$ cat src/rtl/conv1_maxpool_pkg.sv
// -----------------------------------------------------------------------------
// conv1_maxpool_pkg
// Shared CNN geometry and width constants for the pooling stage that follows
// conv1. The 5x5 convolution over a 28x28 image leaves 24x24 valid samples.
// Pool layer 1 keeps the conv1 sample width by default.
// Also provides a small helper that sizes counters and addresses.
// -----------------------------------------------------------------------------
package conv1_maxpool_pkg;

    localparam int CNN_CONV1_OUT_ROWS = 24;
    localparam int CNN_CONV1_OUT_COLS = 24;
    localparam int CNN_CONV1_OUT_W    = 32;
    localparam int CNN_POOL1_OUT_W    = 32;

    // Index width needed to address 'depth' entries. Never returns less than
    // one bit, so that a depth of 1 still gives a legal vector.
    function automatic int idx_w(input int depth);
        return (depth > 1) ? $clog2(depth) : 1;
    endfunction

endpackage

$ cat src/rtl/conv1_maxpool_rowbuf.sv
// -----------------------------------------------------------------------------
// pool_rowbuf
// Holds one row of horizontal maxima for the 2x2 pooling window. Writes are
// synchronous and reads are combinational. One address serves both the write
// and the read, because a given cycle only writes (even row) or only reads
// (odd row).
//
// Ports:
//   clk, rst_n  clock and asynchronous active-low reset
//   wr_en       write strobe
//   addr        entry index (pooled column)
//   wr_data     horizontal max from the even row
//   rd_data     stored horizontal max for 'addr'
// -----------------------------------------------------------------------------
module pool_rowbuf #(
    parameter int DEPTH = 12,
    parameter int W     = 32,
    parameter int AW    = 4
) (
    input  logic          clk,
    input  logic          rst_n,
    input  logic          wr_en,
    input  logic [AW-1:0] addr,
    input  logic [W-1:0]  wr_data,
    output logic [W-1:0]  rd_data
);

    logic [W-1:0] mem [DEPTH];

    // NOTE: this storage array is reset only because a zeroed power-up state
    // is part of the block's defined behaviour. A plain buffer whose entries
    // are always written before they are read would normally skip the reset.
    always_ff @(posedge clk or negedge rst_n) begin
        if (!rst_n) begin
            for (int i = 0; i < DEPTH; i++) begin
                mem[i] <= '0;
            end
        end else if (wr_en) begin
            mem[addr] <= wr_data;
        end
    end

    assign rd_data = mem[addr];

endmodule

$ cat src/rtl/conv1_maxpool.sv
// -----------------------------------------------------------------------------
// conv1_maxpool
// Streaming 2x2, stride-2 max pooling of the conv1 output stream. A sample is
// accepted when pool_data_in_valid and img_in_en are both high. The position
// is tracked in raster order.
//   - Even columns load a hold register.
//   - Odd columns form the horizontal max.
//   - On even rows, that max goes into the row buffer.
//   - On odd rows, it is combined with the stored value and registered out.
//
// Ports:
//   clk, rst_n           clock and asynchronous active-low reset
//   img_in_en            frame enable; low returns the position to (0,0)
//   pool_data_in         conv1 sample (unsigned, MSB always 0)
//   pool_data_in_valid   sample qualifier, gaps allowed
//   pool_data_out        pooled sample, held until the next output
//   pool_data_out_valid  one-cycle qualifier per pooled sample
//   frame_done           pulses with the last pooled sample of a frame
//
// Build option:
//   POOL_SAT_EN  when defined, pooled values that exceed OUT_W bits saturate
//                to all ones. Otherwise the upper bits are truncated.
// -----------------------------------------------------------------------------
module conv1_maxpool
    import conv1_maxpool_pkg::*;
#(
    parameter int IN_W  = CNN_CONV1_OUT_W,
    parameter int OUT_W = CNN_POOL1_OUT_W,
    parameter int IMG_W = CNN_CONV1_OUT_COLS,
    parameter int IMG_H = CNN_CONV1_OUT_ROWS
) (
    input  logic             clk,
    input  logic             rst_n,
    input  logic             img_in_en,
    input  logic [IN_W-1:0]  pool_data_in,
    input  logic             pool_data_in_valid,
    output logic [OUT_W-1:0] pool_data_out,
    output logic             pool_data_out_valid,
    output logic             frame_done
);

    localparam int COL_W = idx_w(IMG_W);
    localparam int ROW_W = idx_w(IMG_H);
    localparam int AW    = idx_w(IMG_W / 2);

    localparam logic [COL_W-1:0] COL_LAST = COL_W'(IMG_W - 1);
    localparam logic [ROW_W-1:0] ROW_LAST = ROW_W'(IMG_H - 1);

    logic [COL_W-1:0] col;
    logic [ROW_W-1:0] row;
    logic [IN_W-1:0]  h;
    logic [IN_W-1:0]  hmax;
    logic [IN_W-1:0]  rb_rd;
    logic [IN_W-1:0]  pmax;
    logic [OUT_W-1:0] out_next;
    logic [AW-1:0]    rb_addr;
    logic             accept;
    logic             last_col;
    logic             last_row;
    logic             rb_wr;
    logic             emit;

    assign accept   = pool_data_in_valid & img_in_en;
    assign last_col = (col == COL_LAST);
    assign last_row = (row == ROW_LAST);

    // Samples are non-negative, so a plain unsigned compare gives the max.
    assign hmax = (pool_data_in > h) ? pool_data_in : h;
    assign pmax = (rb_rd > hmax) ? rb_rd : hmax;

    // Bit 0 of each counter tells whether the position is odd.
    assign rb_addr = AW'(col >> 1);
    assign rb_wr   = accept & ~row[0] & col[0];
    assign emit    = accept & row[0] & col[0];

    pool_rowbuf #(
        .DEPTH (IMG_W / 2),
        .W     (IN_W),
        .AW    (AW)
    ) u_rowbuf (
        .clk     (clk),
        .rst_n   (rst_n),
        .wr_en   (rb_wr),
        .addr    (rb_addr),
        .wr_data (hmax),
        .rd_data (rb_rd)
    );

    // NOTE: sequential state uses non-blocking assignments. Every flop then
    // samples the pre-edge values, whatever order the blocks are evaluated in.
    always_ff @(posedge clk or negedge rst_n) begin
        if (!rst_n) begin
            col <= '0;
            row <= '0;
            h   <= '0;
        end else if (!img_in_en) begin
            // An aborted frame restarts cleanly at (0,0). Stale row buffer
            // entries are rewritten by the even row before they are read.
            col <= '0;
            row <= '0;
            h   <= '0;
        end else if (pool_data_in_valid) begin
            if (!col[0]) begin
                h <= pool_data_in;
            end
            if (last_col) begin
                col <= '0;
                row <= last_row ? '0 : row + 1'b1;
            end else begin
                col <= col + 1'b1;
            end
        end
    end

`ifdef POOL_SAT_EN
    localparam logic [IN_W-1:0] OUT_MAX = IN_W'({OUT_W{1'b1}});
`endif

    // NOTE: the default assignment comes first, so every path through this
    // always_comb assigns out_next and no latch is inferred.
    always_comb begin
        out_next = pmax[OUT_W-1:0];
`ifdef POOL_SAT_EN
        if (pmax > OUT_MAX) begin
            out_next = '1;
        end
`endif
    end

    // Output register. The data holds between outputs; valid and frame_done
    // are single-cycle strobes.
    always_ff @(posedge clk or negedge rst_n) begin
        if (!rst_n) begin
            pool_data_out       <= '0;
            pool_data_out_valid <= 1'b0;
            frame_done          <= 1'b0;
        end else begin
            pool_data_out_valid <= emit;
            frame_done          <= emit & last_row & last_col;
            if (emit) begin
                pool_data_out <= out_next;
            end
        end
    end

endmodule
$ cat config.mk
export PLATFORM = sky130hd
export DESIGN_NAME = conv1_maxpool
export DESIGN_NICKNAME = d
export VERILOG_FILES = /design/src/rtl/conv1_maxpool_pkg.sv /design/src/rtl/conv1_maxpool_rowbuf.sv /design/src/rtl/conv1_maxpool.sv
export SDC_FILE = /design/constraint.sdc
export NUM_CORES = 1
export LEC_CHECK = 0
export BUFFER_PORTS_ARGS = -buffer_cell sky130_fd_sc_hd__buf_4
export CAP_MARGIN = 30
export CORE_UTILIZATION = 55
export CTS_CLUSTER_DIAMETER = 200
export DETAILED_ROUTE_END_ITERATION = 8
export HOLD_SLACK_MARGIN = 0.08
export PLACE_DENSITY = 0.72
export SLEW_MARGIN = 20
export SYNTH_ARGS = -nofsm -noshare
export SYNTH_HDL_FRONTEND = slang
export SYNTH_SLANG_ARGS = --single-unit
export TNS_END_PERCENT = 5
$ cat constraint.sdc
create_clock -name clk -period 7.8 [get_ports clk]
set_input_delay 1.95 -clock clk [delete_from_list [all_inputs] [get_ports clk]]
set_output_delay 1.95 -clock clk [all_outputs]
set_load 0.03 [all_outputs]
# Word-level counts from Yosys, hierarchy flattened
# Cells that the tools add are included.
# op_classes
add_sub_neg,2
multipliers,0
div_mod_pow,0
magnitude_cmp,4
eq_ne,5
shift,0
mux,18
n_bitwise,9
n_reduce_logical,3
# op_table
op,n
$bwmux 384,1
$mux 32,8
$bmux 32 s4,1
$demux 32 s4,1
$gt 32x32->1,2
$mux 5,7
$add 5x1->5 const B,2
$eq 5x5->1 const B,2
$and 1x1->1,7
$ge 5x5->1 const B,1
$lt 5x1->1 const B,1
$not 4->5,1
$ne 2x1->1 const B,2
$reduce_and 2->1,2
$ne 2x2->1 const B,1
$logic_and 1x1->1,1
$not 1->1,1
# word_totals
regBits,460
latchBits,0
ram_bits,0
mem_bits_ro,0
in_bits,36
output_inout_bits,34
wordCells,59
n_memories,0

# Depth between registers and ports, before layout
# logic_depth
word_depth,6
mapped_depth,20
mapped_depth_nobuf,17

# Modules after synthesis
# From an unflattened synthesis, not the netlist that was laid out.
# unflattened
cells_unflattened,1628
hier_area_um2,22487.8
# by_module_without_submodules
mod,n_inst,cells_per_inst,area_each_um2,seq_area_each_um2
pool_rowbuf,1,1087,17206.5,9609.2
conv1_maxpool,1,541,5281.3,1901.8

# Least setup slack after synthesis
# OpenSTA, ideal clock, no wires.
# synth_timing
path_kind,input -> register
from,in pool_data_in[14]
to,reg pool_data_out[10]
setup_ns,0.126
arrival_time_ns,6.217
t_required_ns,7.674
path_slack_ns,1.457
stages,18
n_path_buf,3
path_cell_list,ha_1 -> nand4_1 -> or4_1 -> or3_1 -> o21ai_2 -> buf_6 -> mux2_4 -> buf_6 -> inv_1 -> ha_1 -> a21oi_1 -> nand2_1 -> a221o_1 -> a211o_1 -> a2111oi_4 -> clkbuf_1 -> nor3_1 -> a221o_1
# synth_via
elab_chain_cells,4
# synth_lines
item,line,text
"start, declared",conv1_maxpool.sv:35,"input logic [IN_W-1:0] pool_data_in,"
$gt 32x32->1,conv1_maxpool.sv:68,assign hmax = (pool_data_in > h) ? pool_data_in : h;
$mux 32 (*),conv1_maxpool.sv:68,
$gt 32x32->1,conv1_maxpool.sv:69,assign pmax = (rb_rd > hmax) ? rb_rd : hmax;
$mux 32 (*),conv1_maxpool.sv:69,
"end signal, assigned",conv1_maxpool.sv:141,pool_data_out <= out_next;
"end, declared",conv1_maxpool.sv:37,"output logic [OUT_W-1:0] pool_data_out,"
# Mark *: on every way between the ends. The rest lies on a longest branch, timed or not.
# A chain may end at the register's enable or synchronous reset.

# Worst setup path in the final report
# layout_timing
from,in pool_data_in[14]
to,reg pool_data_out[17]
# Same word-level chain as after synthesis.

==> results.ini <==
[cells_and_area]
fill_cells=3117
multi_input_area_mm2=0.0102
regArea_mm2=0.0115
layout-drive-gt1-share=0.416
instances_no_fill=2237
final_nets=1767
antenna_cells=0
synthToLayoutAreaGrowth_pct=11.7

[drt]
dr.pass1.iters=5
initialDrtViolationCount=1123
ant_nets=0
vias_per_cell=6.31
routedWlPerCell_um=25.6
finalWirelength_um=57200
drc_errors=0
num_vias=14111

[floorplan]
fp.dieH_um=205
rows=74
die_area_mm2=0.0420
pin_count=70
start_util=0.556
die_x_um=205
coreArea_mm2=0.0407

[grt]
grt_pass1_vias=14765
grt_max_degree=183
grt_pass1_wl_um=88200
grt_overflow_total=0
grt_use_total=0.282
antenna_found_initial=0

[place]
place.gp.congestion=0.824
hpwl_um=34400
port_buffers=69
placed_cells=2146

[clocking]
htreeDepth=2
tritoncts.num_buffers=49
insertion_delay_ns=0.59
cts_sinks=460
post_cts_buffers=0
clockRootBuffer=clkbuf_16
ctsHoldBuffers=0
cts_tree=yes
cts_buffer_depth=3
clkSlewWorstSetupHoldPaths_ns=0.06
postCtsResizedCells=0

[synthesis]
ys_types=45
synth_edf_count=0
syn_area_per_cell_um2=13.8
synth_commonest_cells=460 x dfrtp_1, 383 x mux2_2, 96 x mux4_2, 91 x nand2_1, 77 x clkbuf_1
yosysWarningCount=0
synth_cells=1640
synthesis.nets=1742
synthFlopType=dfrtp_1
yosysMostFrequentCell=dfrtp_1
ys_seq_area_frac=0.508
yosysTopAreaCell=dfrtp_1
synth_area_mm2=0.0227
async_reset_ff_frac=1.00
synthTopCellsByArea=dfrtp_1 51%, mux2_2 19%, mux4_2 9.5%, ha_1 3.6%, mux2i_1 1.6%
synth_top_area_frac=0.508
yosys_register_bits=460

[power]
p_sw_frac=0.256
p_sw_mw=1.51
pwr_density_cell_mw_per_mm2=233
p_int_mw=4.38
clockPowerShare=0.432
p_seq_frac=0.431
vdd_drop_max_mv=0.130
p_leak_nw=12.0
comb_power_share=0.137

[sta]
finalCritPeriodShare=0.841
tightest_slew_ns=1.03
fin_skew_ns=0.0287
timing.slew.headroom=0.312
hold_violations=0
finalMaxSlewViolations=0
finalCriticalPeriod_ns=6.56
setup_viol=0
tns_ns=0
timing.fmax_ghz=0.152
grt_setup_unrepaired=no

[worst_setup_path]
reg2reg_from=h[14]
arrival_ns=7.07
worst_r2r_path_depth=19
critPathRequiredTime_ns=8.31
r2r_setup_slack_ns=2.26
critPathKind=primary input to flop
cp-end-kind=flop
crit_fanout=14
rr_endpoint=pool_data_out[17]
startpoint_type=primary input

[min_path]
hold_path_end=u_rowbuf.mem[96]
holdCritStartpoint=u_rowbuf.mem[96]
holdPathStages=2
hold_path.class=flop to flop

[flow_run]
maxCapViolations=0

[status]
status=completed

## worst max-delay path: stages
cell and delay [ns]:
buf_4 0.14, ha_1 0.34, a21oi_1 0.17, nand2_1 0.08, a221oi_1 0.39, a31oi_1 0.26, o21ai_4 0.64, buf_4 0.37
mux2_2 0.49, inv_1 0.09, ha_1 0.25, a21oi_1 0.14, o21ai_0 0.14, a211oi_1 0.23, nor2_1 0.11, a2111oi_4 0.30
o21a_1 0.47, buf_4 0.30, a221o_1 0.18
## sequential cells by signal, indices dropped and copies added (netlist names)
name                 count
pool_data_out_valid      1
frame_done               1
row                      5
h                       32
col                      5
pool_data_out           32
u_rowbuf.mem           384
## routing by layer
| metal | vias to the layer above | global-route usage | part of all wire |
|---|---|---|---|
| met5 | - | 0 | 0 |
| met2 | 469 | 0.459 | 0.48 |
| met3 | 130 | 0.0512 | 0.063 |
| met1 | 7434 | 0.380 | 0.42 |
| li1 | 6078 | - | - |
| met4 | 0 | 0.0997 | 0.033 |
## power by group through the flow
stage	clock, mW	sequential, mW	combinational [mW]
after global placement	0	2.57	0.788
final	2.55	2.54	0.809
after detailed placement	0	2.58	0.807
after global routing	2.68	2.55	0.886
after floorplan	0	2.56	0.576
after CTS	2.58	2.54	0.810
## layout make-up
type / count / area share
sequential: 460 / 0.455
multi-input combinational: 979 / 0.404
clock buffer: 72 / 0.0599
timing repair buffer: 106 / 0.0334
tap: 532 / 0.0263
clock inverter: 19 / 0.0110
inverter: 69 / 0.0102
## layout by cell type, fill, tap and decap left out, types with 34 or more instances in the layout
master	n
a21oi_1	38
buf_4	101
clkbuf_16	51
dfrtp_1	457
ha_1	66
inv_1	69
mux2_2	383
mux2i_1	36
mux4_2	96
nand2_1	89
nor3_1	34
o21ai_0	46
## worst max path at each step
| stage | from | endpoint | slack, ns | depth (start not counted) |
|---|---|---|---|---|
| 4_1_cts | pool_data_in[14] | pool_data_out[14] | 1.34 | 19 |
| 6_report | pool_data_in[14] | pool_data_out[17] | 1.24 | 19 |
| 3_5_place_dp | pool_data_in[14] | pool_data_out[15] | 0.76 | 19 |
| 3_3_place_gp | pool_data_in[14] | pool_data_out[17] | 0.81 | 19 |
| 2_1_floorplan | pool_data_in[14] | pool_data_out[10] | 1.46 | 18 |
| 5_1_grt | pool_data_in[7] | pool_data_out[17] | 1.08 | 19 |
## metrics by stage
stage	setup WS (ns)	utilization	area [um^2]	hold WS, ns	power (mW)
final	1.24	0.621	25300	0.486	5.89
after global routing	1.08	0.621	25300	0.507	6.11
after CTS	1.34	0.621	25300	0.483	5.93
after detailed placement	0.756	0.577	23500	0.470	3.39
after global placement	0.805	0.577	23500	0.458	3.36
after floorplan	1.46	-	22700	0.445	3.14
## kinds of logic after synthesis
group	Yosys count	share of synthesized area
AO/OA/AOI/OAI	165	0.0519
XOR/XNOR	2	0.000773
adder cells (fa/ha/maj)	66	0.0364
buffers and inverters	201	0.0448
flip-flops	460	0.508
multiplexers	535	0.315
AND/OR/NAND/NOR	211	0.0435
(Power assumes the default switching activity.)
